--- src/rtl/radio_deser.sv ---
// Receive-side deserializer: acquires SYNC-based frame alignment on the serial link,
// keeps lock through isolated missing SYNCs and rebuilds LSB-first sample words.
module radio_deser #(
  parameter int WORD_W     = 8,
  parameter int LOCK_COUNT = 4,
  parameter int LOSS_COUNT = 2
) (
  input  logic              SER_CLK,
  input  logic              RST_N,
  input  logic              DATA_IN,
  input  logic              SYNC_IN,
  output logic [WORD_W-1:0] WORD_OUT,
  output logic              WORD_VALID,
  output logic [1:0]        R0_I,
  output logic [1:0]        R0_Q,
  output logic [1:0]        R1_I,
  output logic [1:0]        R1_Q,
  output logic              LOCKED,
  output logic [7:0]        ERR_COUNT
);

  localparam int            CW       = $clog2(WORD_W);
  localparam logic [CW-1:0] LAST_BIT = CW'(WORD_W - 1);
  localparam logic [CW-1:0] CNT_ONE  = CW'(1'b1);
  localparam logic [3:0]    LOCK_N   = 4'(LOCK_COUNT);
  localparam logic [3:0]    LOSS_N   = 4'(LOSS_COUNT);

  typedef enum logic [1:0] {
    ST_HUNT   = 2'd0,
    ST_VERIFY = 2'd1,
    ST_LOCKED = 2'd2
  } state_t;

  state_t            state_q;
  logic [CW-1:0]     bit_cnt_q;
  logic [CW-1:0]     bit_cnt_d;
  logic [3:0]        good_cnt_q;
  logic [3:0]        miss_cnt_q;
  logic [WORD_W-2:0] shift_q;
  logic [WORD_W-2:0] shift_d;
  logic [WORD_W-1:0] word_q;
  logic              valid_q;
  logic              locked_q;
  logic [7:0]        err_q;
  logic [7:0]        err_d;
  logic [CW-1:0]     wr_idx_s;
  logic              boundary_s;
  logic [7:0]        field_s;

  function automatic logic [7:0] sat_inc8(input logic [7:0] v);
    if (v == 8'hFF) begin
      return v;
    end else begin
      return v + 8'd1;
    end
  endfunction

  // A SYNC seen outside LOCKED (acquire or realign) always marks bit 0 of a new frame.
  always_comb begin
    boundary_s = (bit_cnt_q == {CW{1'b0}});
    bit_cnt_d  = (bit_cnt_q == LAST_BIT) ? {CW{1'b0}} : bit_cnt_q + CNT_ONE;
    err_d      = sat_inc8(err_q);
    if ((state_q != ST_LOCKED) && SYNC_IN) begin
      wr_idx_s = {CW{1'b0}};
    end else begin
      wr_idx_s = bit_cnt_q;
    end
    shift_d = shift_q;
    for (int k = 0; k < WORD_W - 1; k++) begin
      if (wr_idx_s == CW'(k)) begin
        shift_d[k] = DATA_IN;
      end else begin
        shift_d[k] = shift_q[k];
      end
    end
  end

  // Framing FSM, word assembly and error accounting.
  always_ff @(posedge SER_CLK or negedge RST_N) begin
    if (!RST_N) begin
      state_q    <= ST_HUNT;
      bit_cnt_q  <= {CW{1'b0}};
      good_cnt_q <= 4'd0;
      miss_cnt_q <= 4'd0;
      shift_q    <= {(WORD_W-1){1'b0}};
      word_q     <= {WORD_W{1'b0}};
      valid_q    <= 1'b0;
      locked_q   <= 1'b0;
      err_q      <= 8'd0;
    end else begin
      valid_q <= 1'b0;
      case (state_q)
        ST_HUNT: begin
          if (SYNC_IN) begin
            shift_q    <= shift_d;
            bit_cnt_q  <= CNT_ONE;
            good_cnt_q <= 4'd1;
            miss_cnt_q <= 4'd0;
            if (LOCK_N == 4'd1) begin
              state_q  <= ST_LOCKED;
              locked_q <= 1'b1;
            end else begin
              state_q  <= ST_VERIFY;
            end
          end else begin
            bit_cnt_q <= {CW{1'b0}};
          end
        end
        ST_VERIFY: begin
          shift_q <= shift_d;
          if (boundary_s) begin
            if (SYNC_IN) begin
              good_cnt_q <= good_cnt_q + 4'd1;
              bit_cnt_q  <= CNT_ONE;
              if (good_cnt_q + 4'd1 == LOCK_N) begin
                state_q    <= ST_LOCKED;
                locked_q   <= 1'b1;
                miss_cnt_q <= 4'd0;
              end
            end else begin
              state_q    <= ST_HUNT;
              bit_cnt_q  <= {CW{1'b0}};
              good_cnt_q <= 4'd0;
            end
          end else if (SYNC_IN) begin
            bit_cnt_q  <= CNT_ONE;
            good_cnt_q <= 4'd1;
          end else begin
            bit_cnt_q  <= bit_cnt_d;
          end
        end
        ST_LOCKED: begin
          shift_q   <= shift_d;
          bit_cnt_q <= bit_cnt_d;
          if (boundary_s) begin
            if (SYNC_IN) begin
              miss_cnt_q <= 4'd0;
            end else begin
              err_q <= err_d;
              if (miss_cnt_q + 4'd1 == LOSS_N) begin
                // Losing lock drops this frame: it never reaches the word register.
                state_q    <= ST_HUNT;
                locked_q   <= 1'b0;
                bit_cnt_q  <= {CW{1'b0}};
                miss_cnt_q <= 4'd0;
                good_cnt_q <= 4'd0;
              end else begin
                miss_cnt_q <= miss_cnt_q + 4'd1;
              end
            end
          end else if (SYNC_IN) begin
            err_q <= err_d;
          end
          if (bit_cnt_q == LAST_BIT) begin
            word_q  <= {DATA_IN, shift_q};
            valid_q <= 1'b1;
          end
        end
        default: begin
          state_q    <= ST_HUNT;
          bit_cnt_q  <= {CW{1'b0}};
          good_cnt_q <= 4'd0;
          miss_cnt_q <= 4'd0;
          locked_q   <= 1'b0;
        end
      endcase
    end
  end

  if (WORD_W >= 8) begin : g_fields_wide
    assign field_s = word_q[WORD_W-1 -: 8];
  end else begin : g_fields_narrow
    assign field_s = {word_q, {(8-WORD_W){1'b0}}};
  end

  assign WORD_OUT   = word_q;
  assign WORD_VALID = valid_q;
  assign LOCKED     = locked_q;
  assign ERR_COUNT  = err_q;
  assign R0_I       = field_s[7:6];
  assign R0_Q       = field_s[5:4];
  assign R1_I       = field_s[3:2];
  assign R1_Q       = field_s[1:0];

endmodule

--- config.mk ---
export PLATFORM = sky130hd
export DESIGN_NAME = radio_deser
export DESIGN_NICKNAME = d
export VERILOG_FILES = /design/src/rtl/radio_deser.sv
export SDC_FILE = /design/constraint.sdc
export NUM_CORES = 1
export LEC_CHECK = 0
export BUFFER_PORTS_ARGS = -buffer_cell sky130_fd_sc_hd__buf_2
export CORE_ASPECT_RATIO = 0.75
export CORE_MARGIN = 2
export CORE_UTILIZATION = 30
export DETAILED_ROUTE_END_ITERATION = 16
export GPL_TIMING_DRIVEN = 0
export PLACE_DENSITY = 0.52
export SLEW_MARGIN = 15
export SYNTH_ARGS = -nofsm -noshare
export SYNTH_HDL_FRONTEND = slang
export SYNTH_SLANG_ARGS = --single-unit
--- constraint.sdc ---
create_clock -name SER_CLK -period 3.5 [get_ports SER_CLK]
set_clock_uncertainty 0.2 [all_clocks]
set_input_delay 0.35 -clock SER_CLK [delete_from_list [all_inputs] [get_ports SER_CLK]]
set_output_delay 0.35 -clock SER_CLK [all_outputs]
set_load 0.05 [all_outputs]
==> results of run 1 <==
cell type report:
type,instances,area (sq um)
repair buffers,30,155
inverters,8,30.0
multi-input cells,158,1160
fillers,762,4650
clock buffers,5,68.8
clock inverters,3,68.8
well taps,101,126
plain buffers,20,115
flip-flops and latches,38,951
power by group:
group	internal, mW	switching [mW]	total, mW
Sequential	0.628	0.181	0.809
Clock	0.286	0.167	0.453
Combinational	0.458	0.884	1.34
worst max path at each step:
stage,startpoint,to,slack (ns),cells past startpoint
5_1_grt,bit_cnt_q[0]$_DFF_PN0_,ERR_COUNT[1]$_DFFE_PN0P_,1.06,7
3_3_place_gp,bit_cnt_q[0]$_DFF_PN0_,miss_cnt_q[1]$_DFFE_PN0P_,1.20,6
4_1_cts,bit_cnt_q[0]$_DFF_PN0_,miss_cnt_q[1]$_DFFE_PN0P_,1.19,6
3_5_place_dp,bit_cnt_q[0]$_DFF_PN0_,ERR_COUNT[1]$_DFFE_PN0P_,1.22,7
6_report,bit_cnt_q[0]$_DFF_PN0_,miss_cnt_q[1]$_DFFE_PN0P_,1.18,6
2_1_floorplan,ERR_COUNT[0]$_DFFE_PN0P_,ERR_COUNT[1]$_DFFE_PN0P_,1.23,6
registers in the layout, summed over array words and instances, names as in the netlist:
register and flops:
ERR_COUNT 8, good_cnt_q 4, miss_cnt_q 4, bit_cnt_q 3
shift_q 7, WORD_OUT 8, WORD_VALID 1, LOCKED 1
state_q 2
layer usage:
| layer | track usage (%) | vias up | share of wire [%] | wire length (um) |
|---|---|---|---|---|
| li1 | - | 903 | - | - |
| met1 | 21.2 | 871 | 55 | 2830 |
| met2 | 18.0 | 40 | 40 | 2040 |
| met3 | 2.87 | 5 | 4.4 | 226 |
| met4 | 4.19 | 0 | 0.89 | 46 |
| met5 | 0 | - | 0 | 0 |
through the flow:
step	cells	power (mW)	utilization [%]
after detailed placement	354	2.16	34.5
after floorplan	224	1.86	-
final	363	2.60	36.6
after global routing	363	2.79	36.6
after CTS	363	2.62	36.6
after global placement	354	2.15	34.5
worst max-delay path, delay by kind of cell, from the launching register on:
family	cells	cell delay, ns
flops	1	0.45
simple gates	1	0.41
compound gates	3	0.72
buf+inv	1	0.13
fa+ha+maj	1	0.30
what timing repair did:
item | 4_1_cts | 5_1_grt
setup buffers | 0 | 0
endpoints found under the hold margin | 9 | 0
gates resized for setup | 0 | 0
hold buffers | 1 | 0
kinds of logic (layout without fill, tap and decap cells):
logic type / Yosys count / in the layout / share of synthesized area [%]
simple gates: 75 / 75 / 19.7
compound gates: 48 / 48 / 14.8
flops: 38 / 38 / 42.1
buf+inv: 28 / 66 / 6.42
mux: 16 / 16 / 7.97
xor+xnor: 11 / 11 / 4.59
fa+ha+maj: 8 / 8 / 4.43
cells in the mapped netlist (5+ instances only):
cell / n / share of area, %
xor2_1: 8 / 3.1
inv_1: 7 / 1.2
a21oi_1: 5 / 1.1
o21ai_1: 5 / 1.1
nor3b_1: 6 / 2.0
o22ai_1: 5 / 1.4
buf_4: 9 / 3.0
nor4_1: 8 / 2.2
buf_2: 5 / 1.1
nor2_1: 8 / 1.3
nand2_1: 12 / 2.0
ha_1: 8 / 4.4
nand4_1: 6 / 1.7
o21ai_0: 5 / 1.1
a31oi_1: 5 / 1.4
dfrtp_1: 38 / 42
mux2_2: 16 / 8.0
nand2b_1: 5 / 1.4
and3_1: 6 / 1.7
==> out/qor.yml, run 1 <==
holdPathEnd: "shift_q[0]$_DFFE_PN0P_"
r2r_slack_ns: 1.18
synth_ff_type: "dfrtp_1"
power.leakage_nw: 1.18
path_clk_slew_ns: 0.09
cp.required_ns: 3.50
dp_hpwl_um: 3650
maxCapViolations: 0
grt_max_degree: 39
synth_edf_count: 0
routed_via_density: 5.01
min_from: "DATA_IN"
rows: 27
dieArea_sq_um: 8250
synthCells: 224
ys_types: 52
place_area_sq_um: 2530
die_x_um: 104
tightest_slew_ns: 0.871
relSlewSlack_pct: 41.9
end_kind: "register"
worstRegToRegCells: 6
outcome: "completed"
syn_area_per_cell_sq_um: 10.1
grt.overflow.total: 0
post-route-drc-count: 0
slew_viol_final: 0
powerDensity_nw_per_um2: 972
fmax_ghz: 0.432
setup_viol: 0
crit_path_max_incr_delay_ns: 0.45
boundaryPins: 30
cts_sinks: 38
path_cells: "inv_1, ha_1, or3b_1, a2111oi_0, o21ai_1, a22oi_1"
cts_buffer_depth: 2
final_cell_mix: "38 x dfrtp_1, 34 x buf_2, 16 x mux2_2, 12 x nand2_1, 9 x buf_4"
critPathKind: "reg2reg"
fp.dieH_um: 79.2
final_antenna_net_count: 0
rsz0062_at_grt: "false"
finalWeightedCongestion: 0.857
start_util_pct: 30.8
cpMaxStageDelayCell: "dfrtp_1"
crit_path_max_fanout: 7
hold_viol: 0
final_nets: 273
htree_levels: 2
ys_seq_area_share_pct: 42.1
fin_crit_ns: 2.32
first_pass_iters: 4
finalCritPeriodShare_pct: 66.2
async_flop_share_pct: 100
r2r_start: "bit_cnt_q[0]$_DFF_PN0_"
wirelength_um: 5140
layout_commonest_cell: "dfrtp_1"
crit_path_start_kind: "register"
cts_buffers: 5
syn_area_sq_um: 2260
grt_pass1_wl_um: 8940
tns_ns: 0
clk_latency_ns: 0.29
hold-path-cell-count: 2
vias: 1819
grt.total_usage_pct: 13.5
syn2layout_area_growth_pct: 18.5
pre_cts_slack_ns: 1.22
ys_warn_count: 0
cts_tree: "yes"
r2r_end: "miss_cnt_q[1]$_DFFE_PN0P_"
min_path_type: "in2reg"
setup_slack_ns: 1.18
port_buffers: 29
grt_pass1_vias: 1711
cp.arrival_ns: 2.32
final_area_sq_um: 2680
wl_per_cell_um: 14.2
dr.first_iter.drc_count: 138
antenna_found_initial: 0
cts-root-buf: "clkbuf_8"
core_sq_um: 7330
synth_nets: 236
postSynthRegisterBits: 38
drive_above_1_share_pct: 28.2
antennaDiodeCount: 0
ir_drop_mv: 0.415
whs_ns: 0.203
Power figures use the tool's default switching activity.
==> run 2: changes to the inputs <==
--- a/config.mk
+++ b/config.mk
@@ -11,7 +11,7 @@
 export CORE_UTILIZATION = 30
 export DETAILED_ROUTE_END_ITERATION = 16
 export GPL_TIMING_DRIVEN = 0
-export PLACE_DENSITY = 0.52
+export PLACE_DENSITY = 0.54
 export SLEW_MARGIN = 15
 export SYNTH_ARGS = -nofsm -noshare
 export SYNTH_HDL_FRONTEND = slang
==> constraint.sdc (replaced) <==
create_clock -name SER_CLK -period 2 [get_ports SER_CLK]
set_clock_uncertainty 0.2 [all_clocks]
set_input_delay 0.2 -clock SER_CLK [delete_from_list [all_inputs] [get_ports SER_CLK]]
set_output_delay 0.2 -clock SER_CLK [all_outputs]
set_load 0.05 [all_outputs]
==> out/qor.yml, run 2 (same netlist as run 1, synthesis figures left out) <==
crit_path_start_kind: "register"
place_area_sq_um: 2580  # +1.8%
rows: 27  # unchanged
cts_sinks: 38  # unchanged
grt_pass1_vias: 1842  # +7.7%
antennaDiodeCount: 0  # unchanged
grt_pass1_wl_um: 9200  # +2.9%
slew_viol_final: 0  # unchanged
crit_family: "simple AND/OR/NAND/NOR gates"
crit_path_max_incr_delay_ns: 0.45  # about the same
outcome: "completed"
setup_viol: 0  # unchanged
tightest_slew_ns: 0.866  # -0.00475 ns
first_pass_iters: 4  # unchanged
cp_num_buf_inv: 1  # unchanged
cpMaxStageDelayCell: "dfrtp_2"
critPathKind: "reg2reg"
dieArea_sq_um: 8250  # unchanged
pre_cts_slack_ns: -0.207  # -1.43 ns
fp.dieH_um: 79.2  # unchanged
post-route-drc-count: 0  # unchanged
syn2layout_area_growth_pct: 27.7
core_sq_um: 7330  # unchanged
boundaryPins: 30  # unchanged
start_util_pct: 30.8  # unchanged
rsz0062_at_grt: "true"
fin_crit_ns: 1.96  # -0.355 ns
cp_common_cell: "and3_1"
dp_hpwl_um: 3600  # -1.3%
dr.first_iter.drc_count: 111  # -20%
vias: 1864  # +2.5%
end_kind: "register"
final_antenna_net_count: 0  # unchanged
path_clk_slew_ns: 0.08  # about the same
routed_via_density: 5.04  # +0.54%
finalWeightedCongestion: 0.844  # -1.6%
clk_latency_ns: 0.30  # about the same
maxCapViolations: 0  # unchanged
grt.overflow.total: 0  # unchanged
htree_levels: 2  # unchanged
fmax_ghz: 0.510  # +18%
path_cells: "ha_4, and3_1, and3_1, clkbuf_8, nor3_4, mux2_2"
grt.total_usage_pct: 13.9  # +0.38 points
cts-root-buf: "clkbuf_8"
power_mw: 4.84  # +86%
final_nets: 280  # +2.6%
die_x_um: 104  # unchanged
cp.required_ns: 1.98  # -1.52 ns
power.leakage_nw: 1.23  # +4.2%
final_cell_mix: "34 x buf_2, 30 x dfrtp_1, 17 x buf_4, 16 x mux2_2, 11 x nand2_1"
cts_buffers: 5  # unchanged
setup_slack_ns: 0.0389  # -1.14 ns
wl_per_cell_um: 14.5  # +2.3%
cts_tree: "yes"
wirelength_um: 5360  # +4.3%
port_buffers: 29  # unchanged
crit_path_max_fanout: 7  # unchanged
powerDensity_nw_per_um2: 1680  # +72%
grt_max_degree: 39  # unchanged
final_area_sq_um: 2890  # +7.7%
cp.arrival_ns: 1.94  # -0.38 ns
drive_above_1_share_pct: 40.1  # +12 points
layout_commonest_cell: "buf_2"
min_path_type: "in2reg"
finalCritPeriodShare_pct: 98.1  # +32 points
hold_viol: 0  # unchanged
antenna_found_initial: 0  # unchanged
relSlewSlack_pct: 42.2  # +0.32 points
cts_buffer_depth: 2  # unchanged
ir_drop_mv: 0.839  # +100%
tns_ns: 0  # unchanged
==> run 2: cell count changes in the layout (fill, tap and decap cells not counted), moves of 3 or more <==
cell | before | now
buf_4 | 9 | 17
clkbuf_1 | 4 | 1
dfrtp_1 | 38 | 30
dfrtp_2 | 0 | 8
ha_1 | 8 | 5
==> run 2: layout make-up <==
cell class / count / area (sq um)
clock buffers: 5 / 68.8
inverters: 8 / 32.5
clock inverters: 3 / 68.8
repair buffers: 39 / 223
well taps: 101 / 126
multi-input cells: 158 / 1290
plain buffers: 18 / 121
fillers: 725 / 4440
flip-flops and latches: 38 / 961
==> run 2: path summary, 6_finish.rpt <==
kind / startpoint / end / slack (ns) / cells past startpoint
hold reg to reg: ERR_COUNT[7]$_DFFE_PN0P_ / ERR_COUNT[7]$_DFFE_PN0P_ / 0.28 / 1
setup / recovery: ERR_COUNT[0]$_DFFE_PN0P_ / ERR_COUNT[1]$_DFFE_PN0P_ / 0.04 / 6
setup reg to reg: ERR_COUNT[0]$_DFFE_PN0P_ / ERR_COUNT[1]$_DFFE_PN0P_ / 0.04 / 6
hold / removal: DATA_IN / WORD_OUT[7]$_DFFE_PN0P_ / 0.04 / 2
max in group asynchronous: RST_N / bit_cnt_q[1]$_DFF_PN0_ / 0.65 / 2
min in group asynchronous: RST_N / WORD_OUT[7]$_DFFE_PN0P_ / 0.35 / 2
==> run 2: power breakdown <==
| group | internal [mW] | switching [mW] | total, mW |
|---|---|---|---|
| sequential | 1.11 | 0.347 | 1.46 |
| clock | 0.500 | 0.296 | 0.796 |
| combinational | 0.955 | 1.63 | 2.59 |
==> run 2: worst reg2reg max path: stages (launching register included) <==
cell and delay (ns):
dfrtp_2 0.45, ha_4 0.18, and3_1 0.15, and3_1 0.17
clkbuf_8 0.16, nor3_4 0.19, mux2_2 0.35
==> run 2: routing by layer <==
| metal | track usage, % | up-vias | wire (um) |
|---|---|---|---|
| met5 | 0 | - | 0 |
| met4 | 4.19 | 0 | 51 |
| met3 | 3.04 | 7 | 280 |
| li1 | - | 911 | - |
| met2 | 20.4 | 50 | 2300 |
| met1 | 20.3 | 896 | 2730 |
==> run 2: what timing repair did <==
item                                    4_1_cts  5_1_grt
cloned                                        0        0
pin swaps                                     1        5
hold endpoints to repair                     38        0
hold buffers                                  1        0
resized for setup                            10       16
buffers inserted                              6        3
endpoints found under the setup margin       14       27
==> run 2: per-stage QoR <==
stage | util, % | cells | hold slack (ns)
3_5_place_dp | 35.2 | 354 | 0.180
3_3_place_gp | 35.2 | 354 | 0.171
6_report | 39.4 | 370 | 0.0441
2_1_floorplan | - | 224 | -0.296
4_1_cts | 38.3 | 369 | 0.0423
5_1_grt | 39.4 | 370 | 0.0655
